==> src/rtl/decode_sequencer.sv <==
// Decode sequencer: 2-entry in-order instruction buffer with immediate-format decode and load-use bubbles.
// Latency: push-to-issue 1 cycle minimum, issue is combinational from head; backpressure via ex_ready_i holds head, if_ready_o drops when full or flushing.
module decode_sequencer #(
    parameter int DATA_WIDTH       = 32,
    parameter int LOAD_USE_BUBBLES = 1
) (
    input  logic                  clk,
    input  logic                  rst_n,
    input  logic                  if_valid_i,
    input  logic [DATA_WIDTH-1:0] if_instr_i,
    input  logic [DATA_WIDTH-1:0] if_pc_i,
    output logic                  if_ready_o,
    input  logic                  flush_i,
    input  logic                  ex_ready_i,
    output logic                  id_valid_o,
    output logic [DATA_WIDTH-1:0] id_instr_o,
    output logic [DATA_WIDTH-1:0] id_pc_o,
    output logic [2:0]            id_imm_sel_o,
    output logic                  id_illegal_o
);

    localparam logic [2:0] IMM_NONE = 3'd0;
    localparam logic [2:0] IMM_I    = 3'd1;
    localparam logic [2:0] IMM_S    = 3'd2;
    localparam logic [2:0] IMM_B    = 3'd3;
    localparam logic [2:0] IMM_U    = 3'd4;
    localparam logic [2:0] IMM_J    = 3'd5;

    localparam logic [6:0] OP_IMM    = 7'b0010011;
    localparam logic [6:0] OP_LOAD   = 7'b0000011;
    localparam logic [6:0] OP_JALR   = 7'b1100111;
    localparam logic [6:0] OP_STORE  = 7'b0100011;
    localparam logic [6:0] OP_BRANCH = 7'b1100011;
    localparam logic [6:0] OP_LUI    = 7'b0110111;
    localparam logic [6:0] OP_AUIPC  = 7'b0010111;
    localparam logic [6:0] OP_JAL    = 7'b1101111;
    localparam logic [6:0] OP_REG    = 7'b0110011;
    localparam logic [6:0] OP_SYSTEM = 7'b1110011;
    localparam logic [6:0] OP_FENCE  = 7'b0001111;

    localparam logic       ST_RUN   = 1'b0;
    localparam logic       ST_STALL = 1'b1;
    localparam logic [1:0] BUB_LOAD = 2'(LOAD_USE_BUBBLES - 1);

    logic [DATA_WIDTH-1:0] instr0_q, instr0_d, instr1_q, instr1_d;
    logic [DATA_WIDTH-1:0] pc0_q, pc0_d, pc1_q, pc1_d;
    logic [1:0]            count_q, count_d;
    logic                  arm_q, arm_d;
    logic [4:0]            rd_q, rd_d;
    logic [1:0]            bub_q, bub_d;

    logic       state;
    logic [6:0] opcode;
    logic [4:0] rs1, rs2, head_rd;
    logic [2:0] imm_raw;
    logic       illegal_raw, uses_rs1, uses_rs2;
    logic       hazard, push, pop, wr_idx;

    assign state   = (bub_q != 2'd0) ? ST_STALL : ST_RUN;
    assign opcode  = instr0_q[6:0];
    assign head_rd = instr0_q[11:7];
    assign rs1     = instr0_q[19:15];
    assign rs2     = instr0_q[24:20];

    // Illegal opcodes leave uses_rs1/uses_rs2 clear so they never raise a hazard.
    always_comb begin
        imm_raw     = IMM_NONE;
        illegal_raw = 1'b0;
        uses_rs1    = 1'b0;
        uses_rs2    = 1'b0;
        case (opcode)
            OP_IMM, OP_LOAD, OP_JALR: begin imm_raw = IMM_I; uses_rs1 = 1'b1; end
            OP_STORE:  begin imm_raw = IMM_S; uses_rs1 = 1'b1; uses_rs2 = 1'b1; end
            OP_BRANCH: begin imm_raw = IMM_B; uses_rs1 = 1'b1; uses_rs2 = 1'b1; end
            OP_LUI, OP_AUIPC: imm_raw = IMM_U;
            OP_JAL:    imm_raw = IMM_J;
            OP_REG:    begin uses_rs1 = 1'b1; uses_rs2 = 1'b1; end
            OP_SYSTEM, OP_FENCE: imm_raw = IMM_NONE;
            default:   illegal_raw = 1'b1;
        endcase
    end

    assign hazard = arm_q && (count_q != 2'd0) &&
                    ((uses_rs1 && (rs1 != 5'd0) && (rs1 == rd_q)) ||
                     (uses_rs2 && (rs2 != 5'd0) && (rs2 == rd_q)));

    assign if_ready_o   = !rst_n || ((count_q < 2'd2) && !flush_i);
    assign push         = if_valid_i && (count_q < 2'd2) && !flush_i;
    assign id_valid_o   = (count_q != 2'd0) && !hazard && (state == ST_RUN) && !flush_i;
    assign pop          = id_valid_o && ex_ready_i;
    assign id_instr_o   = instr0_q;
    assign id_pc_o      = pc0_q;
    assign id_imm_sel_o = id_valid_o ? imm_raw : IMM_NONE;
    assign id_illegal_o = id_valid_o && illegal_raw;
    assign wr_idx       = (count_q == 2'd2) || ((count_q == 2'd1) && !pop);

    always_comb begin
        instr0_d = instr0_q;
        instr1_d = instr1_q;
        pc0_d    = pc0_q;
        pc1_d    = pc1_q;
        count_d  = count_q;
        arm_d    = arm_q;
        rd_d     = rd_q;
        bub_d    = bub_q;
        if (flush_i) begin
            count_d = 2'd0;
            arm_d   = 1'b0;
            bub_d   = 2'd0;
        end else begin
            if (state == ST_STALL) begin
                bub_d = bub_q - 2'd1;
            end else if (hazard) begin
                arm_d = 1'b0;
                bub_d = BUB_LOAD;
            end
            if (pop) begin
                instr0_d = instr1_q;
                pc0_d    = pc1_q;
                if ((opcode == OP_LOAD) && (head_rd != 5'd0)) begin
                    arm_d = 1'b1;
                    rd_d  = head_rd;
                end else begin
                    arm_d = 1'b0;
                end
            end
            if (push) begin
                if (wr_idx) begin
                    instr1_d = if_instr_i;
                    pc1_d    = if_pc_i;
                end else begin
                    instr0_d = if_instr_i;
                    pc0_d    = if_pc_i;
                end
            end
            count_d = count_q + {1'b0, push} - {1'b0, pop};
        end
    end

    always_ff @(posedge clk or negedge rst_n) begin
        if (!rst_n) begin
            instr0_q <= '0;
            instr1_q <= '0;
            pc0_q    <= '0;
            pc1_q    <= '0;
            count_q  <= 2'd0;
            arm_q    <= 1'b0;
            rd_q     <= 5'd0;
            bub_q    <= 2'd0;
        end else begin
            instr0_q <= instr0_d;
            instr1_q <= instr1_d;
            pc0_q    <= pc0_d;
            pc1_q    <= pc1_d;
            count_q  <= count_d;
            arm_q    <= arm_d;
            rd_q     <= rd_d;
            bub_q    <= bub_d;
        end
    end

endmodule

==> config.mk <==
export PLATFORM = sky130hd
export DESIGN_NAME = decode_sequencer
export DESIGN_NICKNAME = d
export VERILOG_FILES = /design/src/rtl/decode_sequencer.sv
export SDC_FILE = /design/constraint.sdc
export NUM_CORES = 1
export LEC_CHECK = 0
export ABC_CLOCK_PERIOD_IN_PS = 2240
export BUFFER_PORTS_ARGS = -buffer_cell sky130_fd_sc_hd__buf_2
export CAP_MARGIN = 20
export CORE_MARGIN = 4
export CORE_UTILIZATION = 25
export CTS_CLUSTER_DIAMETER = 40
export DETAILED_ROUTE_END_ITERATION = 12
export HOLD_SLACK_MARGIN = 0.1
export PLACE_DENSITY_LB_ADDON = 0.15
export SYNTH_ARGS = -nofsm -noshare
export SYNTH_HDL_FRONTEND = slang
export SYNTH_SLANG_ARGS = --single-unit
==> constraint.sdc <==
create_clock -name clk -period 2.24 [get_ports clk]
set_input_delay 0.112 -clock clk [delete_from_list [all_inputs] [get_ports clk]]
set_output_delay 0.112 -clock clk [all_outputs]
set_load 0.05 [all_outputs]
## Word level (Yosys, flattened, before mapping)

Index checks and enable logic that the tools add are counted.
Widths: inputs -> output; s select.

- Add/subtract/negate cells: 3
- $mul: 0
- Divide/modulo/power cells: 0
- $lt $le $gt $ge: 1
- Eq/ne operators: 16
- Shift-type cells: 0
- Muxes and demuxes: 21
- Bitwise logic cells: 2
- Reductions and logical operators: 38

Operator list:

| cell | count |
|---|---|
| $mux 32 | 6 |
| $eq 7x7->1 const B | 4 |
| $eq 7x6->1 const B | 3 |
| $logic_and 1x1->1 | 16 |
| $pmux 3 s5 | 1 |
| $reduce_bool 5->1 | 3 |
| $eq 7x5->1 const B | 2 |
| $reduce_or 11->1 | 1 |
| $eq 5x5->1 | 2 |
| $mux 1 | 9 |
| $mux 2 | 4 |
| $eq 7x2->1 const B | 1 |
| $eq 7x4->1 const B | 1 |
| $reduce_and 3->1 | 2 |
| $reduce_bool 3->1 | 2 |
| $reduce_or 3->1 | 2 |
| $reduce_or 6->1 | 1 |
| $logic_not 1->1 | 4 |
| $reduce_bool 2->1 | 2 |
| $logic_or 1x1->1 | 3 |
| $mux 3 | 1 |
| $ne 3x2->1 const B | 1 |
| $add 2x1->2 | 1 |
| $eq 2x1->1 const B | 1 |
| other kinds (7) | 8 |

- Register bits: 138
- Latch bits: 0
- RAM bits: 0
- Bits in read-only memories: 0
- Memories: 0

## Logic depth before layout (Yosys ltp)

Gate-level depths: netlist (run 1).

- Word-level depth: 17
- Gate-level depth with buffers: 14

## Worst setup path before layout (run 1)

Ideal clock, no wire load.

- Kind: register to output
- Start point: reg instr0_q[15], in the netlist id_instr_o[15]
- End point: out id_imm_sel_o[2]
- Arrival: 2,994 ps
- Required time: 2,128 ps
- Setup slack: -866 ps
- Cell stages (with the launch flop): 7
- Path through: dfrtp_1 -> nor4_1 -> o21ai_0 -> o2111ai_1 -> and2_4 -> o211ai_1 -> nor4_1

- Word-level cells in the longest chain between the ends: 10
- Elaborated cells between the ends (all ways): 11

RTL lines:

| item | line | source |
|---|---|---|
| start, declared | 45 | `logic [DATA_WIDTH-1:0] instr0_q, instr0_d, instr1_q, instr1_d;` |
| start signal, assigned | 151 | `instr0_q <= instr0_d;` |
| $reduce_bool 5->1 | 84 | `((uses_rs1 && (rs1 != 5'd0) && (rs1 == rd_q)) \|\|` |
| $logic_and 1x1->1 | 84 |  |
| $logic_and 1x1->1 (*) | 84 |  |
| $logic_or 1x1->1 (*) | 84 |  |
| $logic_and 1x1->1 (*) | 83 | `assign hazard = arm_q && (count_q != 2'd0) &&` |
| $logic_not 1->1 (*) | 89 | `assign id_valid_o = (count_q != 2'd0) && !hazard && (state == ST_RUN) && !flush_i;` |
| $logic_and 1x1->1 (*) (3 in a row) | 89 |  |
| $mux 3 (*) | 93 | `assign id_imm_sel_o = id_valid_o ? imm_raw : IMM_NONE;` |
| end, declared | 18 | `output logic [2:0] id_imm_sel_o,` |

Every way passes the cells marked *; elsewhere a longest branch is shown, timed or not.

## Final worst setup path (run 1)

- Start point: reg rd_q[0]
- End point: out id_illegal_o

- Word-level cells in the longest chain between the ends: 9
- Elaborated cells between the ends (all ways): 11

RTL lines:

| item | line | source |
|---|---|---|
| start, declared | 49 | `logic [4:0] rd_q, rd_d;` |
| start signal, assigned | 157 | `rd_q <= rd_d;` |
| $eq 5x5->1, on equally long branches | 84, 85 |  |
| $logic_and 1x1->1, on equally long branches | 84, 85 |  |
| $logic_or 1x1->1 (*) | 84 |  |
| $logic_and 1x1->1 (*) | 83 |  |
| $logic_not 1->1 (*) | 89 |  |
| $logic_and 1x1->1 (*) (3 in a row) | 89 |  |
| $logic_and 1x1->1 (*) | 94 | `assign id_illegal_o = id_valid_o && illegal_raw;` |
| end, declared | 19 | `output logic id_illegal_o` |

Marked as above.

==> out/metrics.sh, run 1 <==
GRT_MAX_DEGREE=49
WORST_EP_REQUIRED_TIME_NS=2.13
ASYNC_FLOP_SHARE_PCT=100.0
WORSTSETUPPATHTYPE='flip-flop to primary output'
YOSYSWARNINGCOUNT=0
CTS-ROOT-BUF='sky130_fd_sc_hd__clkbuf_16'
SLEW_HEADROOM_PCT=69.44
ANTENNA-DIODE-COUNT=0
YOSYS_REGISTER_BITS=138
FLOORPLAN.ROWS=58
CRIT_PATH_MAX_FANOUT=5
FINAL_ROUTED_WIRELENGTH_ACROSS_ALL_METAL_LAYERS_UM=21410
POWERDENSITY_nW_PER_UM2=1435
STATIC-LEAKAGE-POWER_nW=4.730
IO_BUFFER_COUNT=138
DETAILEDPLACE.WORSTSLACK_NS=-0.1565
AGGREGATE_NEGATIVE_SETUP_SLACK_NS=-16.11
SYNTH_CELL_TYPES=46
ANTENNA_VIOLATING_NETS_LEFT=0
SYN2LAYOUT_AREA_GROWTH_PCT=55.56
SYNTH_FP_NETS=583
INSERTION_DELAY_NS=0.43
REGISTER_AREA_UM2=3470
CRITICAL_PATH.REG2REG.ENDPOINT='id_pc_o[10]$_DFFE_PN0N_'
YS_SEQ_AREA_SHARE_PCT=53.80
CLKSINKCOUNT=138
SYNTH_MOST_COMMON_CELL='sky130_fd_sc_hd__dfrtp_1'
CRITPATHTOPFAMILY='simple AND/OR/NAND/NOR gates'
FINAL_MAX_SLEW_VIOL_COUNT=0
START_KIND='flip-flop'
IO-PIN-COUNT=139
R2R_SLACK_NS=-0.19
CRITPATHCAPTURETYPE='primary output'
LAYOUT_FILLER_CELL_COUNT=2427
SETUP-VIOLATIONS-FINAL=133
GPL.FINAL_WEIGHTED_CONGESTION=0.7553
FIRST_GLOBAL_VIAS=5634
HOLD-PATH-ENDPOINT='arm_q$_DFFE_PN0P_'
GLOBAL_ROUTE.OVERFLOW_TOTAL=0
MULTI_INPUT_AREA_UM2=2899
OUTCOME='finished with violations'
YOSYS.AREA.TOP_TYPE='sky130_fd_sc_hd__dfrtp_1'
CRITICAL_PATH.CELL_CHAIN='xor2_1 -> nor4_2 -> o2111ai_2 -> and2_4 -> o211ai_1 -> buf_6 -> a31oi_4 -> buf_6'
GRT_FIRST_PASS_WIRELENGTH_UM=33040
FP.COREAREA_UM2=25250
WORST_R2R_STARTPOINT='rd_q[0]$_DFFE_PN0P_'
LAYOUT_MIN_CYCLE_TIME_NS=2.432
CTS.HTREE.LEVELS=4
CRITICAL_PATH.MOST_COMMON_CELL='sky130_fd_sc_hd__buf_6'
VIAS_PER_CELL=4.616
CRITICAL_PATH_BUF_INV_COUNT=2
TOTAL_COUNT_OF_HOLD_CHECK_FAILURES_IN_THE_FINAL_REPORT=0
GROUTE.USAGE.OVERALL_PCT=14.90
YS_TOP_CELLS_BY_AREA='sky130_fd_sc_hd__dfrtp_1 (54%), sky130_fd_sc_hd__mux2_4 (14%), sky130_fd_sc_hd__o221a_1 (10%)'
SYNTH.TOP_CELLS.BY_COUNT='sky130_fd_sc_hd__dfrtp_1 (138), sky130_fd_sc_hd__nand2_1 (70), sky130_fd_sc_hd__nor2_1 (70), sky130_fd_sc_hd__mux2_4 (60), sky130_fd_sc_hd__o221a_1 (59)'
LAYOUT.NETS=852
PRIMARY_FLIP_FLOP_CELL_CHOSEN_BY_SYNTHESIS_MAPPING='sky130_fd_sc_hd__dfrtp_1'
NETLIST_AREA_UM2=6419
STARTING_DRT_DRC_COUNT=307
SYNTHCELLS=512
FINCLKSKEW_NS=0.01894
CLOCK.FMAX_MHz=411.1
NUMBER_OF_VIAS_AFTER_DETAILED_ROUTING=5188
SETUP_SLACK_NS=-0.1922
PATH_CLK_SLEW_NS=0.06
CTS_BUFFERS=17
FF_TO_FF_PATH_DEPTH=10
CRIT_PATH_MAX_DELAY_CELL_TYPE='sky130_fd_sc_hd__dfrtp_1'
SYNTH-EDFF-COUNT=0
TIMING.CRITICAL_PATH.ARRIVAL_NS=2.32
WORST_HOLD_PATH_TYPE='input pin to flip-flop'
CHIPHEIGHT_UM=168.2
HORIZONTAL_EXTENT_OF_THE_DIE_UM=168.2
FAILING_CHECKS='setup timing'
INITIAL_UTILIZATION_PCT=25.42
CTS_TREE='built'
NUMBER_OF_DESIGN_RULE_VIOLATIONS_LEFT_AFTER_DETAIL_ROUTING=0
DRT_PASS1_ITERATIONS=4
HOLD_PATH_DEPTH=4
MAX-VDD-IR-DROP_uV=788.2
AVGSYNTHCELLAREA_UM2=12.54
HPWLAFTERDP_UM=12410
WORST-SLEW-PIN-TRANSITION_NS=0.4584
UNREPAIRED_SETUP_ENDPOINTS_AFTER_GLOBAL_ROUTING='yes'
FINAL.PERIOD_UTILIZATION_PCT=108.6
MAXCAPVIOLCOUNT=0
POWER_AFTER_LAYOUT_W=0.01433
HOLD_PATH.STARTPOINT='ex_ready_i'
NUMBER_OF_BUFFERS_ON_THE_LONGEST_CLOCK_PATH=2
FLOORPLAN_DIE_AREA_UM2=28300
SYNTH_LARGEST_TYPE_AREA_FRACTION_PCT=53.80
AVGROUTEDWIREPERCELL_UM=19.05
CP_SLOWEST_STAGE_DELAY_NS=0.42
GRT_ANTENNA_BEFORE_REPAIR=1
POST_ROUTE_CELLS_DRIVE_ABOVE_1_SHARE_PCT=46.10
## worst register-to-register path, cell delays in order (launching register included)
cell	delay, ns
sky130_fd_sc_hd__dfrtp_1	0.42
sky130_fd_sc_hd__xor2_1	0.19
sky130_fd_sc_hd__nor4_2	0.38
sky130_fd_sc_hd__o2111ai_2	0.20
sky130_fd_sc_hd__and2_4	0.18
sky130_fd_sc_hd__buf_4	0.15
sky130_fd_sc_hd__a21oi_4	0.17
sky130_fd_sc_hd__buf_12	0.15
sky130_fd_sc_hd__buf_6	0.11
sky130_fd_sc_hd__bufbuf_16	0.24
sky130_fd_sc_hd__o221a_1	0.17
## stage by stage
step,hold slack (ns),util (%),cells,area (um2)
after global routing,0.1834,39.54,1124,9985
after CTS,0.1479,39.16,1122,9891
after floorplan,-0.1836,-,512,6506
after detailed placement,0.08674,31.12,989,7860
after global placement,0.08154,31.12,989,7860
final,0.1650,39.54,1124,9985
## flip-flops by register name (all words and copies together), names as in the netlist
| name | flops |
|---|---|
| id_instr_o | 32 |
| id_pc_o | 32 |
| instr1_q | 32 |
| pc1_q | 32 |
| rd_q | 5 |
| bub_q | 2 |
| count_q | 2 |
| arm_q | 1 |
## cell families after synthesis
logic type / Yosys count / share of synthesized area (%)
XOR/XNOR: 10 / 1.365
multiplexers: 69 / 15.61
AND/OR/NAND/NOR: 168 / 11.62
buffers and inverters: 43 / 3.996
AO/OA/AOI/OAI: 82 / 13.22
adder cells (fa/ha/maj): 2 / 0.3898
flip-flops: 138 / 53.80
## area by class of cell
cell class	instances	area share [%]
Clock buffer	19	4.536
Timing Repair Buffer	285	25.75
Tap cell	330	4.135
Inverter	8	0.3509
Sequential cell	138	34.75
Multi-Input combinational cell	331	29.04
Clock inverter	13	1.441
## metal layers
metal / track usage (%) / wire (um) / vias to the layer above
li1: - / - / 2402
met1: 20.44 / 10150 / 2611
met2: 24.06 / 9998 / 154
met3: 3.029 / 976 / 19
met4: 4.023 / 280 / 2
met5: 0 / 7 / -
## layout by cell type (no fill, tap or decap), types with 6 or more instances in the layout
master,instances
sky130_fd_sc_hd__clkbuf_16,22
sky130_fd_sc_hd__buf_8,6
sky130_fd_sc_hd__dlygate4sd3_1,66
sky130_fd_sc_hd__buf_12,14
sky130_fd_sc_hd__clkinvlp_4,7
sky130_fd_sc_hd__nor2_1,69
sky130_fd_sc_hd__buf_2,132
sky130_fd_sc_hd__mux2_4,65
sky130_fd_sc_hd__nand2_1,70
sky130_fd_sc_hd__buf_6,17
sky130_fd_sc_hd__o221a_1,58
sky130_fd_sc_hd__buf_16,10
sky130_fd_sc_hd__buf_4,34
sky130_fd_sc_hd__xor2_1,8
sky130_fd_sc_hd__dfrtp_2,13
sky130_fd_sc_hd__dfrtp_1,125
## worst max-delay path by stage
stage                                from              endpoint  slack [ns]  cells past startpoint
6_report              rd_q[0]$_DFFE_PN0P_          id_illegal_o       -0.19                      8
5_1_grt        id_instr_o[15]$_DFFE_PN0N_       id_imm_sel_o[2]       -0.32                      8
4_1_cts        id_instr_o[19]$_DFFE_PN0N_          id_illegal_o       -0.17                      8
3_5_place_dp          rd_q[0]$_DFFE_PN0P_  count_q[1]$_DFF_PN0_       -0.16                     11
3_3_place_gp          rd_q[0]$_DFFE_PN0P_  count_q[1]$_DFF_PN0_       -0.09                     11
2_1_floorplan  id_instr_o[15]$_DFFE_PN0N_  count_q[1]$_DFF_PN0_       -0.22                     13
## report_power, final
group	switching (W)	internal, W
combinational	0.00403	0.00286
clock	0.00118	0.00171
sequential	0.000858	0.00370
## repair_timing
| item | 4_1_cts | 5_1_grt |
|---|---|---|
| endpoints found under the setup margin | 114 | 141 |
| setup buffers | 24 | 7 |
| hold endpoints to repair | 271 | 0 |
| cloned | 12 | 5 |
| hold buffers | 66 | 0 |
| pin swaps | 18 | 32 |
| gates resized for setup | 51 | 27 |
(Power assumes the default switching activity.)
==> run 2: changes to the inputs <==
- CORE_ASPECT_RATIO: unset -> 0.75
==> out/metrics.sh, run 2 (synthesized netlist as in run 1, its figures left out) <==
OUTCOME='finished with violations'
FAILING_CHECKS='setup timing'
LAYOUT_FILLER_CELL_COUNT=2441  # +0.58%
FINAL.PERIOD_UTILIZATION_PCT=107.1  # -1.5 points
HPWLAFTERDP_UM=12490  # +0.65%
STATIC-LEAKAGE-POWER_nW=4.579  # -3.2%
CLKSINKCOUNT=138  # unchanged
CTS_BUFFERS=17  # unchanged
IO-PIN-COUNT=139  # unchanged
GR-USAGE-MET3_PCT=2.850  # -0.18 points
MOSTFREQUENTLAYOUTCELL='sky130_fd_sc_hd__buf_2'
REGISTER_AREA_UM2=3471  # about the same
SETUP-VIOLATIONS-FINAL=128  # -3.8%
TIMING.CRITICAL_PATH.ARRIVAL_NS=2.29  # -0.03 ns
SETUP_SLACK_NS=-0.1594  # +0.03280 ns
CTS.HTREE.LEVELS=4  # unchanged
NUMBER_OF_DESIGN_RULE_VIOLATIONS_LEFT_AFTER_DETAIL_ROUTING=0  # unchanged
POWER_AFTER_LAYOUT_W=0.01412  # -1.5%
VIAS_PER_CELL=4.552  # -1.4%
POST_ROUTE_CELLS_DRIVE_ABOVE_1_SHARE_PCT=44.53  # -1.6 points
PATH_CLK_SLEW_NS=0.07  # about the same
FINCLKSKEW_NS=0.01323  # -0.005711 ns
HORIZONTAL_EXTENT_OF_THE_DIE_UM=193.0  # +15%
FINAL_ROUTED_WIRELENGTH_ACROSS_ALL_METAL_LAYERS_UM=22090  # +3.2%
WORST_HOLD_PATH_TYPE='input pin to async pin'
FIN_AREA_UM2=9724  # -2.6%
CRITICAL_PATH.REG2REG.ENDPOINT='id_instr_o[11]$_DFFE_PN0N_'
DETAILED_PLACE.AREA_UM2=7792  # -0.86%
UNREPAIRED_SETUP_ENDPOINTS_AFTER_GLOBAL_ROUTING='yes'
MET1_GLOBAL_ROUTE_USAGE_PCT=19.76  # -0.68 points
LAYOUT_MIN_CYCLE_TIME_NS=2.399  # -0.03280 ns
INSERTION_DELAY_NS=0.42  # about the same
WORSTSETUPPATHTYPE='flip-flop to primary output'
FINAL.HOLD.WORST_SLACK_NS=0.2066  # +0.04161 ns
FF_TO_FF_PATH_DEPTH=10  # unchanged
GRT_MAX_DEGREE=65  # +33%
CHIPHEIGHT_UM=146.8  # -13%
WORST-SLEW-PIN-TRANSITION_NS=0.4864  # +0.02801 ns
GLOBAL_ROUTE.PEAK_USAGE_LAYER='met2'
GROUTE.USAGE.OVERALL_PCT=14.00  # -0.90 points
MULTI_INPUT_AREA_UM2=2863  # -1.3%
FLOORPLAN_DIE_AREA_UM2=28330  # about the same
FINAL_CELLS=1115  # -0.80%
PLACE.DETAILED.INSTANCES=986  # -0.30%
START_KIND='flip-flop'
SLEW_HEADROOM_PCT=67.57  # -1.9 points
MAX-VDD-IR-DROP_uV=685.2  # -13%
IO_BUFFER_COUNT=138  # unchanged
R2R_SLACK_NS=-0.14  # +0.05 ns
WORST_R2R_STARTPOINT='id_instr_o[16]$_DFFE_PN0N_'
AVGROUTEDWIREPERCELL_UM=19.81  # +4.0%
STARTING_DRT_DRC_COUNT=196  # -36%
NUMBER_OF_VIAS_AFTER_DETAILED_ROUTING=5076  # -2.2%
ANTENNA_VIOLATING_NETS_LEFT=0  # unchanged
FP.COREAREA_UM2=25090  # -0.66%
DRT_PASS1_ITERATIONS=4  # unchanged
GPL.FINAL_WEIGHTED_CONGESTION=0.7145  # -5.4%
GRT_FIRST_PASS_WIRELENGTH_UM=30780  # -6.8%
MOST-COMMON-LAYOUT-CELLS='sky130_fd_sc_hd__buf_2 (132), sky130_fd_sc_hd__dfrtp_1 (124), sky130_fd_sc_hd__nand2_1 (70), sky130_fd_sc_hd__nor2_1 (69), sky130_fd_sc_hd__dlygate4sd3_1 (66)'
FLOORPLAN.ROWS=50  # -14%
CTS-ROOT-BUF='sky130_fd_sc_hd__clkbuf_16'
INITIAL_UTILIZATION_PCT=25.59  # +0.17 points
CTS_TREE='built'
CRITPATHCAPTURETYPE='primary output'
POWERDENSITY_nW_PER_UM2=1452  # +1.2%
CRIT_PATH_MAX_FANOUT=4  # -1
FINAL_MAX_SLEW_VIOL_COUNT=0  # unchanged
GLOBAL_ROUTE.USAGE.MET2_PCT=22.32  # -1.7 points
GRT_ANTENNA_BEFORE_REPAIR=0  # -1
MAXCAPVIOLCOUNT=0  # unchanged
LAYOUT.NETS=835  # -2.0%
FIRST_GLOBAL_VIAS=5233  # -7.1%
SYN2LAYOUT_AREA_GROWTH_PCT=51.50
CLOCK.FMAX_MHz=416.8  # +1.4%
ANTENNA-DIODE-COUNT=0  # unchanged
GLOBAL_ROUTE.OVERFLOW_TOTAL=0  # unchanged
TOTAL_COUNT_OF_HOLD_CHECK_FAILURES_IN_THE_FINAL_REPORT=0  # unchanged
WORST_EP_REQUIRED_TIME_NS=2.13  # about the same
NUMBER_OF_BUFFERS_ON_THE_LONGEST_CLOCK_PATH=2  # unchanged
run 2: repair_timing:
item                                   in CTS  in global routing
resized for setup                          17                 27
hold buffers                               66                  0
pin swaps                                  30                 21
endpoints found under the hold margin     232                  0
setup buffers                               8                  8
gates cloned                                2                 14
setup endpoints to repair                 114                140
run 2: worst max path at each step:
| stage | from | to | slack (ns) |
|---|---|---|---|
| 5_1_grt | id_instr_o[15]$_DFFE_PN0N_ | id_imm_sel_o[2] | -0.30 |
| 3_5_place_dp | rd_q[0]$_DFFE_PN0P_ | count_q[1]$_DFF_PN0_ | -0.08 |
| 4_1_cts | id_instr_o[20]$_DFFE_PN0N_ | id_imm_sel_o[2] | -0.22 |
| 3_3_place_gp | rd_q[0]$_DFFE_PN0P_ | count_q[1]$_DFF_PN0_ | -0.02 |
| 2_1_floorplan | id_instr_o[15]$_DFFE_PN0N_ | count_q[1]$_DFF_PN0_ | -0.22 |
| 6_report | id_instr_o[16]$_DFFE_PN0N_ | id_illegal_o | -0.16 |
run 2: layout make-up:
| cell class | count | area share, % |
|---|---|---|
| sequential | 138 | 35.69 |
| inverter | 8 | 0.3345 |
| timing repair buffer | 268 | 23.88 |
| clock buffer | 19 | 4.555 |
| clock inverter | 13 | 1.750 |
| tap | 338 | 4.349 |
| multi-input combinational | 331 | 29.44 |
run 2: through the flow:
step           util [%]  worst slack [ns]  TNS [ns]
4_1_cts           36.82           -0.2183    -2.428
3_5_place_dp      31.06          -0.08332    -3.095
2_1_floorplan         -           -0.2156   -0.4898
3_3_place_gp      31.06          -0.02338  -0.02338
5_1_grt           38.76           -0.2967    -18.36
6_report          38.76           -0.1594    -8.168
run 2: layer usage:
metal  share of wire [%]  wire length [um]
met3                 4.5               993
met1                  49             10790
met2                  46             10090
met5                   0                 0
met4                0.96               212
run 2: critical path, cell delays in order (launching register included):
cell and delay (ns):
sky130_fd_sc_hd__dfrtp_2 0.45, sky130_fd_sc_hd__xor2_1 0.17, sky130_fd_sc_hd__nor4_2 0.32, sky130_fd_sc_hd__o2111ai_2 0.18
sky130_fd_sc_hd__and2_4 0.20, sky130_fd_sc_hd__o211ai_1 0.10, sky130_fd_sc_hd__buf_4 0.20, sky130_fd_sc_hd__a31oi_2 0.06
sky130_fd_sc_hd__buf_12 0.17
run 2: power by group:
| part | total, W | internal, W | switching (W) |
|---|---|---|---|
| Clock | 0.00295 | 0.00179 | 0.00116 |
| Combinational | 0.00661 | 0.00265 | 0.00396 |
| Sequential | 0.00456 | 0.00370 | 0.000854 |
